--- src/rtl/alu_nibble_sequencer.sv ---
// rtl/alu_nibble_sequencer.sv - nibble-serial controller for a 4-bit combinational ALU slice
//
// Runs a W = 4*NIBBLES bit operation through an external 4-bit ALU slice,
// one nibble per cycle, LSB nibble first.
// Optional feature macro: ALU_SEQ_SLT_SIGNED_FIX_EN (SLT uses set ^ overflow).
//
// Ports:
//   clk, reset                  rising-edge clock, synchronous active-high reset
//   in_valid/in_ready           request handshake (ready only in IDLE)
//   in_a, in_b [W], in_op [3]   operands and slice op code (in_op[2] = subtract)
//   out_valid/out_ready         result handshake
//   out_result [W]              final result (SLT substituted)
//   out_cout, out_overflow      carry / signed overflow of the top nibble
//   out_zero                    out_result == 0
//   slice_a/b [4], slice_cin,
//   slice_less, slice_op [3]    drive to the slice
//   slice_result [4], slice_cout,
//   slice_set, slice_overflow   returned from the slice
module alu_nibble_sequencer #(
  parameter int NIBBLES = 4
) (
  input  logic                 clk,
  input  logic                 reset,
  input  logic                 in_valid,
  output logic                 in_ready,
  input  logic [4*NIBBLES-1:0] in_a,
  input  logic [4*NIBBLES-1:0] in_b,
  input  logic [2:0]           in_op,
  output logic                 out_valid,
  input  logic                 out_ready,
  output logic [4*NIBBLES-1:0] out_result,
  output logic                 out_cout,
  output logic                 out_overflow,
  output logic                 out_zero,
  output logic [3:0]           slice_a,
  output logic [3:0]           slice_b,
  output logic                 slice_cin,
  output logic                 slice_less,
  output logic [2:0]           slice_op,
  input  logic [3:0]           slice_result,
  input  logic                 slice_cout,
  input  logic                 slice_set,
  input  logic                 slice_overflow
);

  localparam int W  = 4 * NIBBLES;
  localparam int CW = $clog2(NIBBLES);
  localparam logic [CW-1:0] LAST = CW'(NIBBLES - 1);
  localparam logic [2:0] OP_SLT = 3'b111;

  typedef enum logic [1:0] {
    IDLE = 2'd0,
    RUN  = 2'd1,
    DONE = 2'd2
  } state_t;

  state_t          state_q, state_d;
  logic [CW-1:0]   count_q, count_d;
  logic            carry_q, carry_d;
  logic [W-1:0]    a_q, a_d;
  logic [W-1:0]    b_q, b_d;
  logic [2:0]      op_q, op_d;
  logic [W-1:0]    res_q, res_d;
  logic            cout_q, cout_d;
  logic            ovf_q, ovf_d;
  logic            zero_q, zero_d;

  // Bit offset of the active nibble; width always covers W-1.
  logic [CW+1:0]   base;
  logic            slt_bit;

  assign base = {count_q, 2'b00};

`ifdef ALU_SEQ_SLT_SIGNED_FIX_EN
  // Sign of A-B corrected for overflow: a true signed less-than.
  assign slt_bit = slice_set ^ slice_overflow;
`else
  // Raw sign of A-B, as the classic slice chain reports it.
  assign slt_bit = slice_set;
`endif

  always_comb begin
    state_d    = state_q;
    count_d    = count_q;
    carry_d    = carry_q;
    a_d        = a_q;
    b_d        = b_q;
    op_d       = op_q;
    res_d      = res_q;
    cout_d     = cout_q;
    ovf_d      = ovf_q;
    zero_d     = zero_q;
    in_ready   = 1'b0;
    out_valid  = 1'b0;
    slice_a    = 4'h0;
    slice_b    = 4'h0;
    slice_cin  = 1'b0;
    slice_less = 1'b0;
    slice_op   = op_q;

    case (state_q)
      IDLE: begin
        in_ready = 1'b1;
        if (in_valid) begin
          a_d     = in_a;
          b_d     = in_b;
          op_d    = in_op;
          count_d = '0;
          carry_d = in_op[2];
          state_d = RUN;
        end
      end
      RUN: begin
        slice_a   = a_q[base +: 4];
        slice_b   = b_q[base +: 4];
        slice_cin = carry_q;
        res_d[base +: 4] = slice_result;
        carry_d   = slice_cout;
        count_d   = count_q + 1'b1;
        if (count_q == LAST) begin
          cout_d  = slice_cout;
          ovf_d   = slice_overflow;
          if (op_q == OP_SLT) begin
            res_d = W'(slt_bit);
          end
          // Zero flag reflects the result after SLT substitution.
          zero_d  = (res_d == '0);
          count_d = '0;
          state_d = DONE;
        end
      end
      DONE: begin
        out_valid = 1'b1;
        if (out_ready) begin
          state_d = IDLE;
        end
      end
      default: state_d = IDLE;
    endcase
  end

  always_ff @(posedge clk) begin
    if (reset) begin
      state_q <= IDLE;
      count_q <= '0;
      carry_q <= 1'b0;
      a_q     <= '0;
      b_q     <= '0;
      op_q    <= 3'b000;
      res_q   <= '0;
      cout_q  <= 1'b0;
      ovf_q   <= 1'b0;
      zero_q  <= 1'b0;
    end else begin
      state_q <= state_d;
      count_q <= count_d;
      carry_q <= carry_d;
      a_q     <= a_d;
      b_q     <= b_d;
      op_q    <= op_d;
      res_q   <= res_d;
      cout_q  <= cout_d;
      ovf_q   <= ovf_d;
      zero_q  <= zero_d;
    end
  end

  assign out_result   = res_q;
  assign out_cout     = cout_q;
  assign out_overflow = ovf_q;
  assign out_zero     = zero_q;

endmodule

--- config.mk ---
export PLATFORM = sky130hd
export DESIGN_NAME = alu_nibble_sequencer
export DESIGN_NICKNAME = d
export VERILOG_FILES = /design/src/rtl/alu_nibble_sequencer.sv
export SDC_FILE = /design/constraint.sdc
export NUM_CORES = 1
export LEC_CHECK = 0
export BUFFER_PORTS_ARGS = -buffer_cell sky130_fd_sc_hd__buf_4
export CAP_MARGIN = 20
export CELL_PAD_IN_SITES_DETAIL_PLACEMENT = 1
export CELL_PAD_IN_SITES_GLOBAL_PLACEMENT = 1
export CORE_MARGIN = 3
export CORE_UTILIZATION = 40
export CTS_CLUSTER_DIAMETER = 150
export CTS_CLUSTER_SIZE = 14
export DETAILED_ROUTE_END_ITERATION = 6
export GPL_TIMING_DRIVEN = 0
export MAX_ROUTING_LAYER = met4
export PLACE_DENSITY = 0.83
export SLEW_MARGIN = 20
export SYNTH_ARGS = -nofsm -noshare
export SYNTH_HDL_FRONTEND = slang
export SYNTH_SLANG_ARGS = --single-unit
--- constraint.sdc ---
create_clock -name clk -period 2.9 [get_ports clk]
set_input_delay 0.58 -clock clk [delete_from_list [all_inputs] [get_ports clk]]
set_output_delay 0.58 -clock clk [all_outputs]
set_load 0.005 [all_outputs]
; After elaboration in Yosys (flattened, before gate mapping)
; Cells that the tools add are included.
[totals]
out_inout_bits = 34
reg_bits = 59
in_bits = 46
elab_cells = 49
[classes]
n_eq_ne = 7
addsub = 2
mux = 19
n_reduce_logical = 7
shift = 4
[op_table]
columns = cell, count
row1 = two-way mux 16 bit, 4
row2 = indexed part select 16 x 5 -> 4 bit, 2
row3 = bitwise mux 16 bit, 1
row4 = zero test 16 bit, 1
row5 = "variable shift 4 x 6 -> 16 bit, first input constant", 1
row6 = indexed part select 4 x 6 -> 16 bit, 1
row7 = two-way mux 2 bit, 5
row8 = two-way mux 4 bit, 2
row9 = "inequality test 2 bit, second input constant", 3
row10 = negator 4 -> 6 bit, 1
row11 = case mux 2 bit (3 select lines), 1
row12 = AND reduction 2 bit, 3
row13 = "equality test 2 bit, second input constant", 2
row14 = two-way mux 1 bit, 4
row15 = case mux 2 bit (2 select lines), 1
row16 = "equality test 3 bit, second input constant", 1
row17 = AND reduction 3 bit, 1
row18 = "adder 2 x 1 -> 2 bit, second input constant", 1
row19 = "equality test 2 x 1 -> 1 bit, second input constant", 1
row20 = zero test 2 bit, 1
row21 = case mux 1 bit (2 select lines), 1
row22 = nonzero test 2 bit, 1

; Depth between registers and ports, before layout
[depth]
ltp_word = 7
ltp_mapped = 8
ltp_nobuf = 6

; Least setup slack after synthesis
; No wires, ideal clock.
[synth_timing]
kind = register -> register
from = reg count_q[1]
to = reg zero_q, in the netlist out_zero
setup_time_ps = 88
t_arrival_ps = 1863
period_less_slack_ps = 1951
path_stages_with_launch = 8
slack_ps = 949
required_ps = 2812
cell_sequence = dfxtp_1 > clkbuf_1 > inv_1 > ha_1 > a21oi_1 > nor4_1 > a211o_1 > o32ai_2
[synth_between]
elab_chain_cells = 7
elab_cells_between_ends = 10
classes_between = 1 x add/sub / 1 x eq/ne / 2 x shift / 4 x mux / 2 x reduce/logical
[synth_lines]
columns = element, line
row1 = start: declaration, 58  ; logic [CW-1:0] count_q, count_d;
row2 = start signal: assignment, 156  ; count_q <= count_d;
row3 = negator 4 -> 6 bit, 117  ; res_d[base +: 4] = slice_result;
row4 = indexed part select 4 x 6 -> 16 bit or variable shift 4 x 6 -> 16 bit (tied branches), 117
row5 = bitwise mux 16 bit, 117
row6 = two-way mux 16 bit, 123  ; if (op_q == OP_SLT) begin
row7 = two-way mux 16 bit, 120  ; if (count_q == LAST) begin
row8 = two-way mux 16 bit, 101  ; case (state_q)
row9 = zero test 16 bit, 127  ; zero_d = (res_d == '0);
row10 = end signal: assignment, 164  ; zero_q <= zero_d;
row11 = end: declaration, 66  ; logic zero_q, zero_d;
; Parallel ways exist; a longest one is shown, timed or not. The select of a mux whose other input is x is not followed.
; A chain may end at the register's enable or synchronous reset.

; Worst setup path in the final report
[layout_timing]
from = reg count_q[1]
to = out slice_a[3]
[layout_between]
elab_chain_cells = 2
[layout_lines]
columns = element, line
row1 = indexed part select 16 x 5 -> 4 bit, 114  ; slice_a = a_q[base +: 4];
row2 = two-way mux 4 bit, 101
row3 = end: declaration, 35  ; output logic [3:0] slice_a,
; No other way between the ends.

==> metrics.csv <==
stage,metric,value,unit
logic_synthesis,syn_nets,360,
sta,Final min period,2.60,ns
hold_path,HP Class,reg2reg,
route,DRC viols,0,
die,die area,0.00770,mm²
route,DR vias/cell,5.43,
logic_synthesis,cells after synthesis,308,
sta,Final Hold Fails,0,
sta,FMAX,385,MHz
cells_and_area,Seq. cell area,0.00118,mm²
logic_synthesis,synth unique cells,43,
global_routing,M1 GR Usage,0.262,
clock_tree,Clock transition at path regs,0.07,ns
route,final WL,8.07,mm
critical_path,WP data required,2.32,ns
clock_tree,Clock Sinks,59,
power_and_ir_drop,Static Leak,1.48,nW
global_routing,first-pass GRT wire length,13.2,mm
die,Rows,29,
cells_and_area,Area Overhead vs Synth,31.9,%
route,via count,2597,
global_routing,largest net degree at the start of global routing,11,
route,DRT Pass-1 Iters,4,
logic_synthesis,yosys warns,0,
global_routing,met2 Use GR,0.388,
die,Die Y,87.8,µm
route,Final ANT Viol Nets,0,
global_routing,global route overflow,0,
logic_synthesis,Synth area leaders,"dfxtp_1 44%, nand2_1 11%, a21oi_1 8.4%, mux4_2 6.7%, ha_1 2.8%",
cells_and_area,footprint of the multi-input gates,0.00136,mm²
sta,Tcrit/Tclk final,0.896,
cells_and_area,nets@finish,448,
clock_tree,root buffer cell,clkbuf_8,
logic_synthesis,Yosys top cell area share,0.442,
die,Core Area,0.00642,mm²
critical_path,Worst Setup Start Kind,flop,
logic_synthesis,"EDFF count, synth",0,
clock_tree,Clock Tree Buf Depth,2,
sta,Clock Skews,0.00908,ns
logic_synthesis,"Top FF cell, synth",dfxtp_1,
logic_synthesis,"Seq/Total Area, Yosys",0.442,
sta,RSZ-0062 raised after global routing,no,
cells_and_area,diode count,0,
critical_path,Crit Path Max Fanout,10,
placement,Post-DP HPWL,5.94,mm
placement,DP Cell Count,462,
logic_synthesis,Post-synth top cells,"78 x nand2_1, 59 x dfxtp_1, 45 x a21oi_1, 17 x nor2_1, 10 x and2_1",
sta,Slew HR,0.553,
clock_tree,"Clk Latency, worst-skew pair",0.34,ns
logic_synthesis,post-synthesis cell area,0.00267,mm²
sta,Final Max Slew Viols,0,
clock_tree,CTS buffer count,9,
global_routing,grt peak-use layer,met2,
sta,Final setup viols,0,
power_and_ir_drop,pwr dens,517,mW/mm²
cells_and_area,share of cells above drive strength 1,0.299,
sta,Worst Tran Pin Value,0.671,ns
clock_tree,H-tree levels,3,
flow_run,max cap viols,0,
global_routing,Tot GR Track Use,0.231,
logic_synthesis,#FFs+latches synth,59,
critical_path,CP arrival,2.02,ns
global_routing,vias in the first global route,2717,
clock_tree,CTS tree,yes,
logic_synthesis,"area leader, netlist",dfxtp_1,
power_and_ir_drop,Worst VDD drop,0.000234,V
clock_tree,Hold Buf Count CTS,0,
global_routing,antenna violations before repair,0,
route,initial detailed-routing violation count,102,
logic_synthesis,"Avg Cell Area, Syn",8.68,µm²
die,Die Wd,87.8,µm
critical_path,Setup CP Type,reg2out,
sta,final setup TNS,0,ns
clock_tree,post-CTS resize count,0,
clock_tree,# Post-CTS Setup Buffers,0,
status,status,"complete, no violations",
cells_and_area,# fillers,787,
cells_and_area,Final Non-Filler Cells,478,
logic_synthesis,"count leader, synth",nand2_1,
placement,GP Congestion,0.853,
die,Top Ports,80,
global_routing,routing usage on met3,0.0376,
route,Avg WL per Cell,16.9,µm
die,Initial Util,0.416,
critical_path,CP Capture Type,output port,
placement,port bufs,77,
logic_synthesis,fraction of registers with async set/reset,0,
-- worst paths after layout --
| path | from | endpoint | slack [ns] | depth (start not counted) |
|---|---|---|---|---|
| setup / recovery | count_q[1]$_SDFFE_PP0P_ | slice_a[3] | 0.30 | 4 |
| hold / removal | a_q[9]$_SDFFE_PP0P_ | a_q[9]$_SDFFE_PP0P_ | 0.45 | 2 |
| setup reg to reg | count_q[1]$_SDFFE_PP0P_ | out_zero$_SDFFE_PP0P_ | 0.44 | 7 |
| hold reg to reg | a_q[9]$_SDFFE_PP0P_ | a_q[9]$_SDFFE_PP0P_ | 0.45 | 2 |
-- registers in the layout, indices dropped and copies added, names as in the netlist --
signal	flops
out_result	16
b_q	16
a_q	16
out_zero	1
out_cout	1
carry_q	1
state_q	2
out_overflow	1
count_q	2
slice_op	3
-- report_power, final --
part	internal [mW]	switching, mW
clock network	0.350	0.328
registers	0.848	0.0235
logic	0.128	0.144
-- worst max-delay path, cell delays in order (launching register included) --
cell	delay, ns
dfxtp_1	0.38
clkbuf_1	0.54
mux4_2	0.41
and2_1	0.20
buf_4	0.14
-- routing by layer --
| layer | wire (µm) | vias up |
|---|---|---|
| li1 | - | 1239 |
| met1 | 3420 | 1265 |
| met2 | 4090 | 70 |
| met3 | 315 | 23 |
| met4 | 244 | 0 |
| met5 | 0 | - |
-- area by class of cell --
class,count,area share
buffer,21,0.0358
clock buffer,11,0.0429
clock inverter,5,0.00780
inverter,2,0.00213
multi-input combinational,226,0.385
sequential,59,0.335
tap,77,0.0273
timing repair buffer,77,0.164
-- metrics by stage --
step                      utilization  total power [mW]  worst slack [ns]  hold slack (ns)  area, µm²
after floorplan                     -              1.04             0.949            0.433       2670
after global placement          0.521              1.15             0.532            0.440       3350
after detailed placement        0.521              1.16             0.490            0.446       3350
after CTS                       0.549              1.83             0.301            0.456       3530
after global routing            0.549              1.89             0.231            0.469       3530
final                           0.549              1.82             0.303            0.455       3530
-- cells by family (layout without fill, tap and decap cells) --
family	after synthesis	count (layout)	share of synthesized area
and+or+nand+nor	137	137	0.242
adders and majority gates	6	6	0.0281
AOI/OAI and AO/OA	74	74	0.169
other	1	1	0.00140
muxes	8	8	0.0674
buffers and inverters	23	116	0.0501
DFF	59	59	0.442
-- placed cells by master (no fill, tap or decap), drive strengths merged, types with 2 or more instances in the layout --
cell    synthesis  layout
nand2b          3       3
ha              6       6
a21oi          46      46
nor3            2       2
a22o            8       8
nor2b           4       4
and2           10      10
a22oi           6       6
nand3           6       6
o21ai           4       4
clkbuf          9      20
a31oi           3       3
nand3b          2       2
nand4           3       3
clkinv          0       4
o21a            2       2
buf            11      88
nand2          78      78
dfxtp          59      59
inv             2       2
mux4            8       8
nor4            5       5
nor2           17      17
(Power assumes the default switching activity.)
